$ cat config.mk
export PLATFORM = sky130hd
export DESIGN_NAME = nexys_video_basic_io_v2
export DESIGN_NICKNAME = d
export VERILOG_FILES = /design/src/rtl/nexys_video_basic_io_v2.sv
export SDC_FILE = /design/constraint.sdc
export NUM_CORES = 1
export LEC_CHECK = 0
export CORE_UTILIZATION = 30
export DETAILED_ROUTE_END_ITERATION = 16
export HOLD_SLACK_MARGIN = 0.06
export PLACE_DENSITY = 0.47
export SKIP_CTS_REPAIR_TIMING = 1
export SYNTH_ARGS = -nofsm -noshare
export SYNTH_HDL_FRONTEND = slang
export SYNTH_SLANG_ARGS = --single-unit
$ cat constraint.sdc
create_clock -name aclk -period 2.69 [get_ports aclk]
set_input_delay 0.4035 -clock aclk [delete_from_list [all_inputs] [get_ports aclk]]
set_output_delay 0.4035 -clock aclk [all_outputs]
set_load 0.02 [all_outputs]
$ cat src/rtl/nexys_video_basic_io_v2.sv
// Nexys Video buttons/switches/LEDs behind an AXI-Lite register slave with debouncing and button-event IRQ.
// Define NEXYS_BASIC_IO_PWM_EN to add the BRIGHT register and PWM dimming of the LEDs.
module nexys_video_basic_io_v2 #(
   parameter int AXI_ID_WIDTH    = 1,
   parameter int AXI_ADDR_WIDTH  = 64,
   parameter int AXI_DATA_WIDTH  = 64,
   parameter int NUM_BUTTONS     = 5,
   parameter int NUM_SWITCHES    = 8,
   parameter int NUM_LEDS        = 8,
   parameter int DEBOUNCE_CYCLES = 1000000
) (
   input  logic                        aclk,
   input  logic                        areset,
   input  logic                        i_awvalid,
   output logic                        o_awready,
   input  logic [AXI_ID_WIDTH-1:0]     i_awid,
   input  logic [AXI_ADDR_WIDTH-1:0]   i_awaddr,
   input  logic [2:0]                  i_awprot,
   input  logic                        i_wvalid,
   output logic                        o_wready,
   input  logic [AXI_DATA_WIDTH-1:0]   i_wdata,
   input  logic [AXI_DATA_WIDTH/8-1:0] i_wstrb,
   output logic                        o_bvalid,
   input  logic                        i_bready,
   output logic [AXI_ID_WIDTH-1:0]     o_bid,
   output logic [1:0]                  o_bresp,
   input  logic                        i_arvalid,
   output logic                        o_arready,
   input  logic [AXI_ID_WIDTH-1:0]     i_arid,
   input  logic [AXI_ADDR_WIDTH-1:0]   i_araddr,
   input  logic [2:0]                  i_arprot,
   output logic                        o_rvalid,
   input  logic                        i_rready,
   output logic [AXI_ID_WIDTH-1:0]     o_rid,
   output logic [AXI_DATA_WIDTH-1:0]   o_rdata,
   output logic [1:0]                  o_rresp,
   input  logic [NUM_BUTTONS-1:0]      i_buttons,
   input  logic [NUM_SWITCHES-1:0]     i_switches,
   output logic [NUM_LEDS-1:0]         o_leds,
   output logic                        o_irq
);

   localparam int NUM_IN = NUM_BUTTONS + NUM_SWITCHES;
   localparam int CNT_W  = (DEBOUNCE_CYCLES > 1) ? $clog2(DEBOUNCE_CYCLES) : 1;
   localparam logic [CNT_W-1:0] CNT_LAST = CNT_W'(DEBOUNCE_CYCLES - 1);

   localparam logic [2:0] OFS_LED    = 3'd0;
   localparam logic [2:0] OFS_SWITCH = 3'd1;
   localparam logic [2:0] OFS_BUTTON = 3'd2;
   localparam logic [2:0] OFS_EVENT  = 3'd3;
   localparam logic [2:0] OFS_IRQ_EN = 3'd4;
   localparam logic [2:0] OFS_BRIGHT = 3'd5;

   localparam logic [1:0] RESP_OKAY   = 2'b00;
   localparam logic [1:0] RESP_SLVERR = 2'b10;

   genvar gi;

   function automatic logic [31:0] lane_merge(input logic [31:0] old_val,
                                              input logic [31:0] new_val,
                                              input logic [31:0] mask);
      return (old_val & ~mask) | (new_val & mask);
   endfunction

   logic [NUM_IN-1:0]       raw_in, sync1_reg, sync2_reg, deb_val, deb_rise;
   logic [NUM_BUTTONS-1:0]  btn_deb, armed_reg, event_reg, event_set, event_clr, irq_en_reg;
   logic [NUM_SWITCHES-1:0] sw_deb;
   logic [NUM_LEDS-1:0]     led_reg;
   logic [1:0]              fill_reg;
   logic                    sync_ok;

   assign raw_in  = {i_switches, i_buttons};
   assign btn_deb = deb_val[NUM_BUTTONS-1:0];
   assign sw_deb  = deb_val[NUM_IN-1:NUM_BUTTONS];
   assign sync_ok = (fill_reg == 2'd2);

   always_ff @(posedge aclk or negedge areset) begin
      if (!areset) begin
         sync1_reg <= '0;
         sync2_reg <= '0;
         fill_reg  <= '0;
      end else begin
         sync1_reg <= raw_in;
         sync2_reg <= sync1_reg;
         if (!sync_ok) fill_reg <= fill_reg + 2'd1;
      end
   end

   for (gi = 0; gi < NUM_IN; gi++) begin : g_deb
      logic [CNT_W-1:0] cnt_reg;
      logic             deb_bit;
      assign deb_val[gi]  = deb_bit;
      assign deb_rise[gi] = (sync2_reg[gi] != deb_bit) && (cnt_reg == CNT_LAST) && sync2_reg[gi];
      always_ff @(posedge aclk or negedge areset) begin
         if (!areset) begin
            cnt_reg <= '0;
            deb_bit <= 1'b0;
         end else if (sync2_reg[gi] == deb_bit) begin
            cnt_reg <= '0;
         end else if (cnt_reg == CNT_LAST) begin
            cnt_reg <= '0;
            deb_bit <= sync2_reg[gi];
         end else begin
            cnt_reg <= cnt_reg + 1'b1;
         end
      end
   end

   // A button only generates events once it has been seen released after reset,
   // so a button held through reset does not fake a press.
   assign event_set = deb_rise[NUM_BUTTONS-1:0] & armed_reg;

   // ---------------- write channel ----------------
   logic [31:0] wdata32, wmask, led_wr, irq_en_wr, event_w1c;
   logic [2:0]  wr_ofs;
   logic        wr_fire, wr_ok;

   for (gi = 0; gi < 4; gi++) begin : g_wmask
      assign wmask[gi*8 +: 8] = {8{i_wstrb[gi]}};
   end

   assign wdata32   = i_wdata[31:0];
   assign wr_ofs    = i_awaddr[5:3];
   assign wr_fire   = o_awready & i_awvalid & i_wvalid;
   assign led_wr    = lane_merge(32'(led_reg), wdata32, wmask);
   assign irq_en_wr = lane_merge(32'(irq_en_reg), wdata32, wmask);
   assign event_w1c = wdata32 & wmask;
   assign event_clr = (wr_fire && wr_ofs == OFS_EVENT) ? event_w1c[NUM_BUTTONS-1:0] : '0;

   always_comb begin
      wr_ok = 1'b0;
      case (wr_ofs)
         OFS_LED, OFS_EVENT, OFS_IRQ_EN: wr_ok = 1'b1;
`ifdef NEXYS_BASIC_IO_PWM_EN
         OFS_BRIGHT:                     wr_ok = 1'b1;
`endif
         default:                        wr_ok = 1'b0;
      endcase
   end

   always_ff @(posedge aclk or negedge areset) begin
      if (!areset) begin
         o_awready  <= 1'b0;
         o_wready   <= 1'b0;
         o_bvalid   <= 1'b0;
         o_bid      <= '0;
         o_bresp    <= '0;
         led_reg    <= '0;
         irq_en_reg <= '0;
         event_reg  <= '0;
         armed_reg  <= '0;
         o_irq      <= 1'b0;
      end else begin
         o_awready <= i_awvalid & i_wvalid & ~o_bvalid & ~o_awready;
         o_wready  <= i_awvalid & i_wvalid & ~o_bvalid & ~o_awready;
         if (wr_fire) begin
            o_bvalid <= 1'b1;
            o_bid    <= i_awid;
            o_bresp  <= wr_ok ? RESP_OKAY : RESP_SLVERR;
         end else if (o_bvalid && i_bready) begin
            o_bvalid <= 1'b0;
         end
         if (wr_fire && wr_ofs == OFS_LED)    led_reg    <= led_wr[NUM_LEDS-1:0];
         if (wr_fire && wr_ofs == OFS_IRQ_EN) irq_en_reg <= irq_en_wr[NUM_BUTTONS-1:0];
         armed_reg <= armed_reg | ({NUM_BUTTONS{sync_ok}} & ~sync2_reg[NUM_BUTTONS-1:0] & ~btn_deb);
         event_reg <= (event_reg & ~event_clr) | event_set;
         o_irq     <= |(event_reg & irq_en_reg);
      end
   end

   // ---------------- brightness / LED drive ----------------
`ifdef NEXYS_BASIC_IO_PWM_EN
   logic [7:0]          bright_reg, pwm_cnt_reg;
   logic [NUM_LEDS-1:0] leds_reg;

   always_ff @(posedge aclk or negedge areset) begin
      if (!areset) begin
         bright_reg  <= 8'hFF;
         pwm_cnt_reg <= '0;
         leds_reg    <= '0;
      end else begin
         pwm_cnt_reg <= pwm_cnt_reg + 8'd1;
         leds_reg    <= led_reg & {NUM_LEDS{pwm_cnt_reg < bright_reg}};
         if (wr_fire && wr_ofs == OFS_BRIGHT)
            bright_reg <= (bright_reg & ~wmask[7:0]) | (wdata32[7:0] & wmask[7:0]);
      end
   end

   assign o_leds = leds_reg;
`else
   assign o_leds = led_reg;
`endif

   // ---------------- read channel ----------------
   logic [31:0] rd_val;
   logic [2:0]  rd_ofs;
   logic        rd_fire, rd_err;

   assign rd_ofs  = i_araddr[5:3];
   assign rd_fire = o_arready & i_arvalid;

   always_comb begin
      rd_val = '0;
      rd_err = 1'b0;
      case (rd_ofs)
         OFS_LED:    rd_val = 32'(led_reg);
         OFS_SWITCH: rd_val = 32'(sw_deb);
         OFS_BUTTON: rd_val = 32'(btn_deb);
         OFS_EVENT:  rd_val = 32'(event_reg);
         OFS_IRQ_EN: rd_val = 32'(irq_en_reg);
`ifdef NEXYS_BASIC_IO_PWM_EN
         OFS_BRIGHT: rd_val = {24'd0, bright_reg};
`endif
         default:    rd_err = 1'b1;
      endcase
   end

   always_ff @(posedge aclk or negedge areset) begin
      if (!areset) begin
         o_arready <= 1'b0;
         o_rvalid  <= 1'b0;
         o_rid     <= '0;
         o_rdata   <= '0;
         o_rresp   <= '0;
      end else begin
         o_arready <= i_arvalid & ~o_rvalid & ~o_arready;
         if (rd_fire) begin
            o_rvalid <= 1'b1;
            o_rid    <= i_arid;
            o_rdata  <= AXI_DATA_WIDTH'(rd_val);
            o_rresp  <= rd_err ? RESP_SLVERR : RESP_OKAY;
         end else if (o_rvalid && i_rready) begin
            o_rvalid <= 1'b0;
         end
      end
   end

   // Bits that are intentionally not decoded (prot, upper address/data, switch rise).
   logic unused_bits;
   assign unused_bits = ^{i_awprot, i_arprot, i_awaddr, i_araddr, i_wdata, i_wstrb,
                          led_wr, irq_en_wr, event_w1c, deb_rise[NUM_IN-1:NUM_BUTTONS]};

endmodule

## Yosys cells after proc, flatten, opt, wreduce, memory -nomap -nowiden

Cells that the tools add are included.

- Mux-type cells: 35
- Reduce and logical (&&, ||, !) cells: 35
- $add $sub $neg: 14
- Bitwise gates (word level): 41
- Equality and inequality tests: 38

Operators with widths:

| kind | count |
|---|---|
| 20-bit 2-to-1 mux | 26 |
| 20-bit by 1-bit adder with 20-bit output (second input constant) | 13 |
| 20-bit == test (second input constant) | 13 |
| 8-bit case mux with 5 select lines | 1 |
| 5-bit bitwise AND | 6 |
| 2-bit AND reduction | 13 |
| 1-bit inverter | 17 |
| 8-bit bitwise AND | 2 |
| 1-bit logical AND | 15 |
| 5-bit inverter | 3 |
| 5-bit bitwise OR | 3 |
| 1-bit == test | 13 |
| 5-bit OR reduction | 2 |
| 3-bit by 2-bit == test with 1-bit output (second input constant) | 3 |
| 1-bit bitwise AND | 8 |
| 8-bit inverter | 1 |
| 8-bit bitwise OR | 1 |
| 3-bit == test (second input constant) | 2 |
| 3-bit logical NOT | 2 |
| 1-bit 2-to-1 mux | 5 |
| 5-bit 2-to-1 mux | 1 |
| 1-bit inequality test | 5 |
| 2-bit 2-to-1 mux | 2 |
| 2-bit nonzero test | 2 |
| 4 further kinds | 4 |

- Register bits: 367
- Logic and storage cells: 206
- Bits of input ports: 228
- Output and inout bits: 84

## Longest topological paths before layout

Gate-level depths: netlist of the first run.

- Depth in word-level cells: 7
- Mapped depth: 6
- Mapped depth without buffers: 5

## Worst setup path before layout of the first run

Ideal clock, no wire load.

- Path kind: register to register
- From: register g_deb[7].cnt_reg[12]
- To: register g_deb[7].cnt_reg[10]
- Data required time: 2.571 ns
- Buffers on the path: 1
- Path slack: 0.646 ns
- Library setup time: 0.119 ns
- Stages on the path, launching flop included: 6
- Data arrival time: 1.925 ns
- Period minus slack after synthesis: 2.044 ns
- Cell sequence: dfrtp_1 > or4_1 > or4_4 > o21ai_4 > buf_4 > nor2_1

- Longest elaborated chain between the ends: 3

RTL lines:

| item | line | text |
|---|---|---|
| from (decl) | 90 | `logic [CNT_W-1:0] cnt_reg;` |
| from (signal assigned) | 104 | `cnt_reg <= cnt_reg + 1'b1;` |
| 20-bit == test | 100 | `end else if (cnt_reg == CNT_LAST) begin` |
| 20-bit 2-to-1 mux | 100 |  |
| 20-bit 2-to-1 mux | 98 | `end else if (sync2_reg[gi] == deb_bit) begin` |

No other way between the ends.
A chain may end at the register's enable or synchronous reset.

## Worst setup path in the final report of the first run

- From: register g_deb[2].cnt_reg[0]
- To: register g_deb[2].cnt_reg[18]

- Longest elaborated chain between the ends: 3
- Elaborated cells between the ends (all ways): 4
- Those cells by class: add/sub (1); eq/ne (1); mux (2)

RTL lines:

| item | line |
|---|---|
| from (decl) | 90 |
| from (signal assigned) | 104 |
| 20-bit by 1-bit adder with 20-bit output / 20-bit == test (equally long branches) | 104, 100 |
| 20-bit 2-to-1 mux (*) | 100 |
| 20-bit 2-to-1 mux (*) | 98 |

Mark *: on every way between the ends. The rest lies on a longest branch, timed or not.

==> results of run 1 <==
-- cells by family (layout without fill, tap and decap cells) --
kind of cell    Yosys count  after routing  synth area share [%]
compound gates          205            205                  7.51
xor+xnor                167            167                  8.88
fa+ha+maj                14             14                  1.06
mux                      35             35                  2.71
simple gates            728            728                  22.9
flops                   341            341                  51.8
buf+inv                 161            228                  5.08
other cells               1             59                0.0228
-- cell usage after synthesis, types with 41 or more instances --
master	n	share of area, %
nand2_1	108	2.5
nor3_1	48	1.5
or4_1	52	2.4
inv_1	60	1.4
nand3_1	104	3.2
o21ai_0	61	1.9
xor2_1	64	3.4
buf_4	61	2.8
dfrtp_1	341	52
a21oi_1	85	2.6
nand4_1	41	1.6
or3_1	50	1.9
xnor2_1	103	5.5
nor2_1	212	4.8
-- worst max-delay path, delay by kind of cell (launching register included) --
kind	cells	cell delay, ns
and+or+nand+nor	3	1.29
DFF	1	0.43
adders and majority gates	1	0.27
AOI/OAI and AO/OA	1	0.16
-- through the flow --
stage	instances	utilization (%)	setup slack [ns]	power (mW)	area, um^2
floorplan	1709	-	0.646	5.84	16700
global placement	2400	33.2	0.440	6.17	17900
detailed placement	2400	33.2	0.399	6.18	17900
CTS	2471	35.6	0.442	11.7	19200
global route	2472	35.6	0.323	12.0	19200
finish	2473	35.6	0.459	11.5	19200
-- how the worst max path moves through the flow --
stage                                       to  slack [ns]            startpoint
after global routing      g_deb[2].cnt_reg[18]        0.32   g_deb[2].cnt_reg[0]
after detailed placement            o_rdata[3]        0.40           i_araddr[3]
final                     g_deb[2].cnt_reg[18]        0.46   g_deb[2].cnt_reg[0]
after global placement    g_deb[7].cnt_reg[11]        0.44  g_deb[7].cnt_reg[12]
after CTS                 g_deb[7].cnt_reg[11]        0.44  g_deb[7].cnt_reg[12]
after floorplan           g_deb[7].cnt_reg[10]        0.65  g_deb[7].cnt_reg[12]
-- per-layer routing --
layer,routed length (um),part of all wire [%],GRT usage [%]
met5,9,0.026,0
met4,810,2.3,4.19
met3,1250,3.6,2.38
met2,15600,45,20.1
met1,17200,49,17.4
-- final cells by class --
cell class,instances,area share [%]
flip-flops and latches,341,44.3
multi-input cells,1207,38.1
clock buffers,57,6.16
repair buffers,97,5.02
well taps,696,4.52
inverters,60,1.17
clock inverters,14,0.644
diodes,1,0.0130
-- power by group through the flow --
stage	combinational (mW)	sequential [mW]	clock, mW
after floorplan	0.348	5.49	0
after global placement	0.720	5.45	0
after detailed placement	0.720	5.46	0
after CTS	0.724	5.37	5.63
after global routing	0.787	5.38	5.83
final	0.706	5.37	5.43
==> out/metrics.csv, run 1 <==
stage,metric,value,unit
setup_path,crit start category,flop,
clock_tree,CTS Buf Count,41,
placed_design,GP Congestion,0.774,
finish,"commonest non-fill, non-tap cell in the layout",dfrtp_1,
setup_path,CP Cell Sequence,ha_1 -> nand2_1 -> or4_1 -> or4_1 -> a21oi_1,
clock_tree,clk sink count,341,
logic_synthesis,prevailing post-synth register cell,dfrtp_1,
timing,worst slew pin tran,0.633,ns
setup_path,FF-to-FF Start,g_deb[2].cnt_reg[0],
global_routing,number of global-route vias before repair,11700,
worst_hold_path,Min-Delay Path Depth,1,
finish,layout cells sized above 1,9.18,%
setup_path,Worst Path Required,3.16,ns
global_routing,global route total overflow,0,
global_routing,initial antenna violation count,2,
setup_path,R2R Path End,g_deb[2].cnt_reg[18],
timing,final setup vio count,0,
clock_tree,clock root buffer,clkbuf_16,
logic_synthesis,number of synthesized flops with an enable pin,0,
finish,number of flip-flops in the largest register,260,
logic_synthesis,Cells after Synth,1652,
floorplan,initial core utilization,30.5,%
logic_synthesis,#FFs+latches synth,341,
logic_synthesis,average size of a mapped cell,9.97,um^2
worst_hold_path,Min-Delay Path Class,in -> reg,
setup_path,maximum fanout along the worst path,8,
setup_path,arrival time at the worst endpoint,2.70,ns
clock_tree,TritonCTS clock tree,built,
floorplan,core area,54000,um^2
routing,Starting DRT DRC Count,549,
power_and_ir_drop,peak supply drop,0.000347,V
routing,antenna-violating nets left,0,
finish,Nets,1990,
clock_tree,Clock Tree Buf Depth,3,
finish,Fillers,5476,
finish,area of the multi-input gates,7340,um^2
setup_path,Worst setup EP type,flop,
routing,drt wl/cell,14.1,um
routing,via/cell ratio,4.78,
setup_path,WS Path Type,reg -> reg,
routing,total number of vias,11800,
finish,register area,8530,um^2
global_routing,pin count of the biggest net entering global routing,75,
setup_path,"reg-to-reg slack, setup",0.46,ns
power_and_ir_drop,pwr/cell area,597,nW/um^2
timing,final worst path period need,2.23,ns
global_routing,first-pass GRT wire length,58900,um
timing,Hold WS,0.292,ns
placed_design,hpwl dp,23900,um
timing,total negative slack,0,ns
placed_design,IO Port Bufs,62,
run_status,status,"finished, final reports clean",
job,MaxCap Viol Count,0,
worst_hold_path,HP Start,i_switches[7],
floorplan,# rows,85,
clock_tree,clk_lat worst skew,0.55,ns
timing,Setup Skew,0.0102,ns
routing,drt drc,0,
setup_path,CP peak stage delay,0.66,ns
setup_path,most numerous cell on the critical path,or4_1,
timing,period utilization,82.9,%
power_and_ir_drop,Logic pwr share,6.1,%
logic_synthesis,yosys warns,0,
timing,unrepaired setup endpoints after global routing,false,
timing,max-slew headroom at the worst pin,57.5,%
power_and_ir_drop,switching power,2.72,mW
floorplan,Die X-Extent,236,um
clock_tree,"CTS clk-pin slew, worst paths",0.06,ns
power_and_ir_drop,Clk network pwr share,47.2,%
timing,endpoints failing hold,0,
clock_tree,H-tree Lvls,2,
setup_path,CP max-delay cell,or4_1,
logic_synthesis,Yosys cell types,52,
power_and_ir_drop,Flop pwr share,46.7,%
finish,Area Overhead vs Synth,16.9,%
floorplan,Die Ht,236,um
worst_hold_path,"Endpoint, Worst Hold",sync1_reg[12],
routing,DRT Pass-1 Iters,5,
setup_path,worst reg-to-reg path cell count,5,
logic_synthesis,register area share after synthesis,51.8,%
floorplan,number of top-level pins,312,
timing,Slew Limit Fails,0,
logic_synthesis,ys async rst share,100,%
logic_synthesis,Syn Std Cell Area,16500,um^2
floorplan,DIE AREA,55800,um^2
power_and_ir_drop,internal power,8.77,mW
timing,FMAX,0.448,GHz
routing,WL final,34800,um
global_routing,Total Routing Usage GR,12.7,%
finish,"commonest non-fill, non-tap cells in the layout","dfrtp_1, nor2_1, nand2_1",
power_and_ir_drop,P_leak,7.74,nW
power_and_ir_drop,Net Sw Frac,23.7,%
(Power assumes the default switching activity.)
==> run 2: changes to the inputs <==
--- a/config.mk
+++ b/config.mk
@@ -8,7 +8,7 @@
 export CORE_UTILIZATION = 30
 export DETAILED_ROUTE_END_ITERATION = 16
 export HOLD_SLACK_MARGIN = 0.06
-export PLACE_DENSITY = 0.47
+export PLACE_DENSITY = 0.49
 export SKIP_CTS_REPAIR_TIMING = 1
 export SYNTH_ARGS = -nofsm -noshare
 export SYNTH_HDL_FRONTEND = slang
==> constraint.sdc (replaced) <==
create_clock -name aclk -period 1.99 [get_ports aclk]
set_input_delay 0.2985 -clock aclk [delete_from_list [all_inputs] [get_ports aclk]]
set_output_delay 0.2985 -clock aclk [all_outputs]
set_load 0.02 [all_outputs]
==> out/metrics.csv, run 2 (same netlist as run 1, synthesis figures left out) <==
stage,metric,value,unit
routing,M1 wire length,17900,um
setup_path,arrival time at the worst endpoint,2.41,ns
routing,DRT Pass-1 Iters,5,
floorplan,DIE AREA,55800,um^2
clock_tree,Clock Tree Buf Depth,3,
setup_path,WS Path Type,reg -> reg,
timing,FMAX,0.503,GHz
routing,drt wl/cell,14.0,um
routing,Starting DRT DRC Count,597,
power_and_ir_drop,P_leak,8.52,nW
floorplan,Die X-Extent,236,um
job,MaxCap Viol Count,0,
clock_tree,clk sink count,341,
global_routing,pin count of the biggest net entering global routing,60,
floorplan,number of top-level pins,312,
timing,Hold WS,0.186,ns
finish,Fillers,5376,
setup_path,crit start category,flop,
global_routing,global route total overflow,0,
clock_tree,clk_lat worst skew,0.55,ns
finish,"commonest non-fill, non-tap cell in the layout",dfrtp_1,
placed_design,IO Port Bufs,62,
timing,final setup vio count,0,
timing,Setup Skew,0.0161,ns
global_routing,initial antenna violation count,5,
setup_path,maximum fanout along the worst path,2,
timing,unrepaired setup endpoints after global routing,true,
worst_hold_path,Min-Delay Path Depth,1,
run_status,status,"finished, final reports clean",
timing,Slew Limit Fails,0,
finish,layout cells sized above 1,16.7,%
setup_path,"reg-to-reg slack, setup",0.0009,ns
routing,Max Used Layer,met5,
finish,"commonest non-fill, non-tap cells in the layout","dfrtp_1, nor2_1, buf_4",
finish,register area,8530,um^2
worst_hold_path,"Endpoint, Worst Hold",sync1_reg[9],
setup_path,Worst Path Required,2.41,ns
setup_path,FF-to-FF Start,g_deb[7].cnt_reg[11],
timing,period utilization,100,%
placed_design,GP Congestion,0.790,
setup_path,Worst setup EP type,flop,
clock_tree,CTS Buf Count,41,
clock_tree,H-tree Lvls,2,
timing,worst slew pin tran,0.682,ns
power_and_ir_drop,peak supply drop,0.000560,V
routing,met2 WL,16300,um
worst_hold_path,Min-Delay Path Class,in -> reg,
timing,endpoints failing hold,0,
floorplan,Die Ht,236,um
finish,Inserted Diodes,0,
floorplan,core area,54000,um^2
clock_tree,clock root buffer,clkbuf_16,
clock_tree,"CTS clk-pin slew, worst paths",0.06,ns
setup_path,R2R Path End,g_deb[7].deb_bit,
floorplan,# rows,85,
routing,WL final,36500,um
routing,antenna-violating nets left,0,
setup_path,worst reg-to-reg path cell count,4,
clock_tree,TritonCTS clock tree,built,
worst_hold_path,HP Start,i_switches[4],
timing,max-slew headroom at the worst pin,54.2,%
routing,drt drc,0,
finish,Area Overhead vs Synth,24.2,%
global_routing,Total Routing Usage GR,13.2,%
routing,total number of vias,12500,
power_and_ir_drop,pwr/cell area,777,nW/um^2
routing,routed wl met3,1410,um
finish,area of the multi-input gates,7440,um^2
placed_design,hpwl dp,25900,um
routing,via/cell ratio,4.79,
global_routing,first-pass GRT wire length,61500,um
finish,number of flip-flops in the largest register,260,
finish,Nets,2125,
floorplan,initial core utilization,30.5,%
power_and_ir_drop,Total Power,15.9,mW
timing,final worst path period need,1.99,ns
global_routing,number of global-route vias before repair,12400,
run 2: cell types whose count changed in the layout (fill, tap and decap cells not counted), sizes merged:
cell | before | now
inv | 60 | 61
buf | 35 | 170
dlymetal6s2s | 0 | 4
clkdlybuf4s50 | 61 | 57
clkinvlp | 0 | 1
clkbuf | 57 | 62
diode | 1 | 0
clkinv | 12 | 3
run 2: worst max-delay path by stage:
stage                               from              endpoint  slack (ns)  cells past startpoint
floorplan            g_deb[7].cnt_reg[7]  g_deb[7].cnt_reg[15]      -0.002                      5
finish              g_deb[7].cnt_reg[11]      g_deb[7].deb_bit      0.0009                      4
CTS                            o_arready             o_arready       -0.15                      1
detailed placement           i_araddr[3]            o_rdata[0]       -0.12                      6
global route        g_deb[7].cnt_reg[11]  g_deb[7].cnt_reg[19]       -0.04                      5
global placement             i_araddr[3]            o_rdata[2]       -0.11                      6
run 2: metrics by stage:
stage	setup WS [ns]	cell area, um^2	util (%)	TNS [ns]	cells
after floorplan	-0.00190	16700	-	-0.0149	1709
after global placement	-0.106	18900	35.0	-0.894	2532
after detailed placement	-0.124	18900	35.0	-1.05	2532
after CTS	-0.154	20300	37.6	-0.537	2601
after global routing	-0.0419	20500	37.9	-0.537	2605
final	0.000893	20500	37.9	0	2605
run 2: layout make-up:
cell class,instances,share of cell area (%)
clock buffer,62,6.29
clock inverter,7,0.447
inverter,60,1.10
multi-input combinational,1207,36.4
sequential,341,41.7
tap,696,4.26
timing repair buffer,232,9.79
run 2: metal layers:
layer  vias to the layer above  track usage, %
met3                        67            2.66
li1                       6171               -
met5                         -               0
met1                      6075            18.4
met2                       154            20.4
met4                         6            4.62
run 2: power by group:
| part | leakage (nW) | internal (mW) | total (mW) | switching, mW |
|---|---|---|---|---|
| clock | 0.681 | 4.69 | 7.57 | 2.88 |
| combinational | 3.22 | 0.430 | 1.07 | 0.642 |
| sequential | 4.62 | 7.10 | 7.25 | 0.152 |
run 2: critical path: stages, from the launching register on:
cell     delay, ns
dfrtp_1       0.38
or4bb_1       0.51
or4_4         0.56
nor2_2        0.13
mux2_4        0.30
==> variant 1 (config.mk and constraints of run 2) <==
Set the parameter `DEBOUNCE_CYCLES` to 2000000 (it was 1000000).
--- a/src/rtl/nexys_video_basic_io_v2.sv
+++ b/src/rtl/nexys_video_basic_io_v2.sv
@@ -7,7 +7,7 @@
    parameter int NUM_BUTTONS     = 5,
    parameter int NUM_SWITCHES    = 8,
    parameter int NUM_LEDS        = 8,
-   parameter int DEBOUNCE_CYCLES = 1000000
+   parameter int DEBOUNCE_CYCLES = 2000000
 ) (
    input  logic                        aclk,
    input  logic                        areset,
Function: no difference found for any inputs over 10 cycles, from zero or initial values and one cycle with areset low; that may be too few to reach the edited logic, so the function may still have changed.
==> variant 1 against run 2 <==
The run now ends with negative setup slack left. Non-clock buffer count grew 3. Total power rose by 6.9%. Sequential cell count increased by 13. Final cell count rose by 5.6%. Largest power group unchanged. Design area grew 5.7%. Setup slack got worse by 0.089 ns. Synthesized area rose by 5.3%. Routed wire length grew 8.3%.
==> variant 1: results (changes against run 2) <==
| Metric | Value |
|---|---|
| Register area share after synthesis | `51.1% (-0.72 points)` |
| Fillers | `5579 (+3.8%)` |
| Crit-path max FO | `20 (+18)` |
| Critical path data arrival time | `2.51 ns (+0.10 ns)` |
| Worst Skew | `0.0241 ns (+0.00802 ns)` |
| Layout Nets | `2203 (+3.7%)` |
| First-pass GRT wire length | `66800 um (+8.6%)` |
| Non-clk bufs | `235 (+1.3%)` |
| Iteration count of the initial detailed-routing pass | `4 (-1)` |
| Seq cells post-synth | `354 (+3.8%)` |
| Area grow syn2layout | `24.7%` |
| Overall via count from detail_route | `13200 (+5.6%)` |
| Crit path largest cell delay | `0.53 ns (-0.03 ns)` |
| Multi-input comb cells | `1273 (+5.5%)` |
| Max FFs per register | `273 (+5.0%)` |
| Share of cells above drive strength 1 | `16.5% (-0.22 points)` |
| CTS buffer count | `44 (+7.3%)` |
| # setup viols final | `25 (+25)` |
| Fin cells | `2752 (+5.6%)` |
| Nonclk inv count | `53 (-12%)` |
| Unique cell type count in the Yosys netlist | `61 (+17%)` |
| Antenna Cells | `1 (+1)` |
| Core area | `0.0567 mm^2 (+5.0%)` |
| Register area | `0.00886 mm^2 (+3.8%)` |
| CLK BUF | `69 (+11%)` |
| Total global-route track usage | `13.7% (+0.43 points)` |
| Final worst setup slack | `-0.0883 ns (-0.0892 ns)` |
| Post-DR wirelength/cell | `14.4 um (+2.5%)` |
| GP Congestion | `0.790 (+0.11%)` |
| Largest net degree at the start of global routing | `67 (+12%)` |
| Multi-input gate area | `0.00799 mm^2 (+7.3%)` |
| Dpl cells | `2660 (+5.1%)` |
| Post-DP HPWL | `27900 um (+7.8%)` |
| Design Power | `17.0 mW (+6.9%)` |
| Synth cell count leaders | `dfrtp_1 (354), nor2_1 (216), nand2_1 (104)` |
| Dominant cells by area after synthesis | `dfrtp_1 (51%), xnor2_1 (4.8%), nor2_1 (4.7%)` |
| Combinational gate power | `1.13 mW (+6%)` |
| Reg2Reg Depth | `5 (+1)` |
| Total negative slack | `-1.62 ns (-1.62 ns)` |
| Max VDD drop | `666 uV (+19%)` |
| Status | `complete, but fails checks` |
| Sw Ratio | `23.2% (+0.10 points)` |
| Leak Pwr | `9.05 nW (+6.2%)` |
| Failing checks | `negative setup slack` |
| Fraction of cell area in non-clock buffers | `9.72% (-0.067 points)` |
variant 1: cell count changes in the layout (fill, tap and decap cells not counted), sizes merged, moves of 12 or more:
| cell | run 2 | this run |
|---|---|---|
| nor3 | 48 | 31 |
| xor2 | 64 | 87 |
| o21ai | 63 | 75 |
| dfrtp | 341 | 354 |
| nand4 | 44 | 85 |
| and4 | 9 | 27 |
variant 1: metal layers:
layer	wire length (um)	vias to the layer above	global-route usage, %
li1	-	6527	-
met1	19300	6406	18.9
met2	17500	184	20.9
met3	1890	56	2.90
met4	913	4	4.82
met5	23	-	0
variant 1: cells by family (layout without fill, tap and decap cells):
kind of cell	after synthesis	in the layout	share of synthesized area, %
AND/OR/NAND/NOR	781	781	24.4
XOR/XNOR	182	182	9.20
adder cells (fa/ha/maj)	14	14	1.01
other	1	59	0.0216
flip-flops	354	354	51.1
multiplexers	31	31	2.34
AO/OA/AOI/OAI	207	207	7.07
buffers and inverters	159	368	4.89
variant 1: path summary, 6_finish.rpt:
check                      slack [ns]                        endpoint                      startpoint
max                             -0.09  g_deb[7].cnt_reg[18]$_DFF_PN0_  g_deb[7].cnt_reg[13]$_DFF_PN0_
min                              0.17          sync1_reg[0]$_DFF_PN0_                    i_buttons[0]
max reg2reg                     -0.09  g_deb[7].cnt_reg[18]$_DFF_PN0_  g_deb[7].cnt_reg[13]$_DFF_PN0_
min reg2reg                      0.35          sync2_reg[7]$_DFF_PN0_          sync1_reg[7]$_DFF_PN0_
max in group asynchronous        1.04         sync1_reg[10]$_DFF_PN0_                          areset
min in group asynchronous        0.24   g_deb[7].cnt_reg[8]$_DFF_PN0_                          areset
variant 1: critical path: cells and delay by family, from the launching register on:
family                 cells  cell delay (ns)
flip-flops                 1             0.38
buffers and inverters      1             0.19
AO/OA/AOI/OAI              2             0.32
AND/OR/NAND/NOR            2             1.06
==> variant 2 (settings of run 2) <==
Without the edit above. One comparison of `cnt_reg` changes from == to >=.
--- a/src/rtl/nexys_video_basic_io_v2.sv
+++ b/src/rtl/nexys_video_basic_io_v2.sv
@@ -97,7 +97,7 @@
             deb_bit <= 1'b0;
          end else if (sync2_reg[gi] == deb_bit) begin
             cnt_reg <= '0;
-         end else if (cnt_reg == CNT_LAST) begin
+         end else if (cnt_reg >= CNT_LAST) begin
             cnt_reg <= '0;
             deb_bit <= sync2_reg[gi];
          end else begin
Behaviour: no difference found for any inputs over 10 cycles, from zero or initial values and one cycle with areset low; that may be too few to reach the edited logic, so the function may still have changed.
==> variant 2 against run 2 <==
Final cell count is 3.2% lower. Synthesized area is 1.3% lower. Routed wire length is 3.4% lower. Sequential cell count stayed put. Count of clock-buffer cells in the layout is 2 lower. Total power is 1.6% higher. Global-route usage is 0.26 points lower. Largest power group unchanged. Critical endpoint is now g_deb[2].cnt_reg[5]$_DFF_PN0_. Setup slack better by 0.061 ns. First-iteration DRC count is 6.9% lower. Combinational power is 6% lower. Critical path type unchanged. Design area is 3.7% lower.
==> variant 2: results (changes against run 2) <==
| Metric | Value |
|---|---|
| Layout Nets | `2043 (-3.9%)` |
| Worst Hold Launch | `i_switches[5]` |
| DR iter-0 viols | `556 (-6.9%)` |
| Fraction of cell area in non-clock buffers | `7.13% (-2.7 points)` |
| First-pass GRT wire length | `59100 um (-3.9%)` |
| WL met2 | `15600 um (-4.6%)` |
| DRT Wirelength | `35300 um (-3.4%)` |
| Internal power | `12.3 mW (+0.96%)` |
| GP Congestion | `0.780 (-1.3%)` |
| Nonclk inv count | `35 (-42%)` |
| Worst slew pin tran | `0.489 ns (-0.192 ns)` |
| Reg2Reg Depth | `5 (+1)` |
| Worst Skew | `0.0205 ns (+0.00437 ns)` |
| Unique cell type count in the Yosys netlist | `62 (+19%)` |
| Post-synthesis mux area share | `2.27% (-0.44 points)` |
| Dominant cells by area after synthesis | `dfrtp_1 (53%), xor2_1 (7.8%), nor2_1 (7.6%)` |
| Worst R2R Start | `g_deb[2].cnt_reg[7]$_DFF_PN0_` |
| Met3 GRT Util | `2.57% (-0.084 points)` |
| Multi-input comb cells | `1230 (+1.9%)` |
| Met3 WL post-DR | `1490 um (+6.1%)` |
| CLK BUF | `60 (-3.2%)` |
| Max VDD drop | `624 uV (+11%)` |
| Pre-CTS setup slack | `-0.175 ns (-0.0509 ns)` |
| Leak Pwr | `8.69 nW (+2.0%)` |
| Vias per std cell | `4.66 (-2.6%)` |
| Status | `finished, final reports clean` |
| CTS buffer count | `42 (+2.4%)` |
| Post-DP HPWL | `24000 um (-7.5%)` |
| Initial antenna violation count | `3 (-2)` |
| Register area share after synthesis | `52.5% (+0.70 points)` |
| Clock network area share | `7.34% (+0.60 points)` |
| R2R Setup Slk | `0.06 ns (+0.06 ns)` |
| Clk pwr share | `48.7% (+1.1 points)` |
| Register area | `0.00853 mm^2 (about the same)` |
| Combinational gate power | `1.01 mW (-6%)` |
| Crit-path max FO | `10 (+8)` |
| Fillers | `5285 (-1.7%)` |
| Seq cells | `341 (unchanged)` |
| Vias in the first global route | `11600 (-6.5%)` |
| Clock latency on the worst-skew pair | `0.57 ns (+0.02 ns)` |
| Largest net degree at the start of global routing | `74 (+23%)` |
| Synth cell count leaders | `dfrtp_1 (341), nor2_1 (331), xor2_1 (145)` |
| Hold endpoint | `sync1_reg[10]$_DFF_PN0_` |
[variant 2: changes by cell type after synthesis, sizes merged, moves of 24 or more]
cell	run 2	this run
a21oi	85	12
clkbuf	38	14
inv	60	35
nor2	212	331
o31ai	33	5
or3	50	7
or4	53	5
xor2	64	145
[variant 2: how the worst max path moves through the flow]
stage	from	endpoint	slack, ns	cells after the start
after floorplan	g_deb[0].cnt_reg[15]$_DFF_PN0_	g_deb[0].cnt_reg[11]$_DFF_PN0_	0.06	6
after global placement	g_deb[8].cnt_reg[0]$_DFF_PN0_	g_deb[8].cnt_reg[3]$_DFF_PN0_	-0.14	6
after detailed placement	g_deb[8].cnt_reg[1]$_DFF_PN0_	g_deb[8].cnt_reg[3]$_DFF_PN0_	-0.17	6
after CTS	g_deb[8].cnt_reg[1]$_DFF_PN0_	g_deb[8].cnt_reg[3]$_DFF_PN0_	-0.19	6
after global routing	g_deb[2].cnt_reg[7]$_DFF_PN0_	g_deb[2].cnt_reg[2]$_DFF_PN0_	-0.03	5
final	g_deb[2].cnt_reg[7]$_DFF_PN0_	g_deb[2].cnt_reg[5]$_DFF_PN0_	0.06	5
[variant 2: stage by stage]
stage / hold WS [ns] / total power [mW] / instance area [um^2] / std cells
after floorplan: 0.00291 / 7.92 / 16500 / 1689
after global placement: 0.212 / 8.41 / 18100 / 2439
after detailed placement: 0.212 / 8.40 / 18100 / 2439
after CTS: -0.400 / 16.5 / 19500 / 2515
after global routing: 0.148 / 16.9 / 19700 / 2521
final: 0.165 / 16.1 / 19700 / 2521
[variant 2: critical path, stage by stage (launching register included)]
cell and delay [ns]:
dfrtp_1 0.38, or4_4 0.54, a211oi_2 0.25, o22ai_2 0.11, or3_4 0.43, nor2_1 0.13
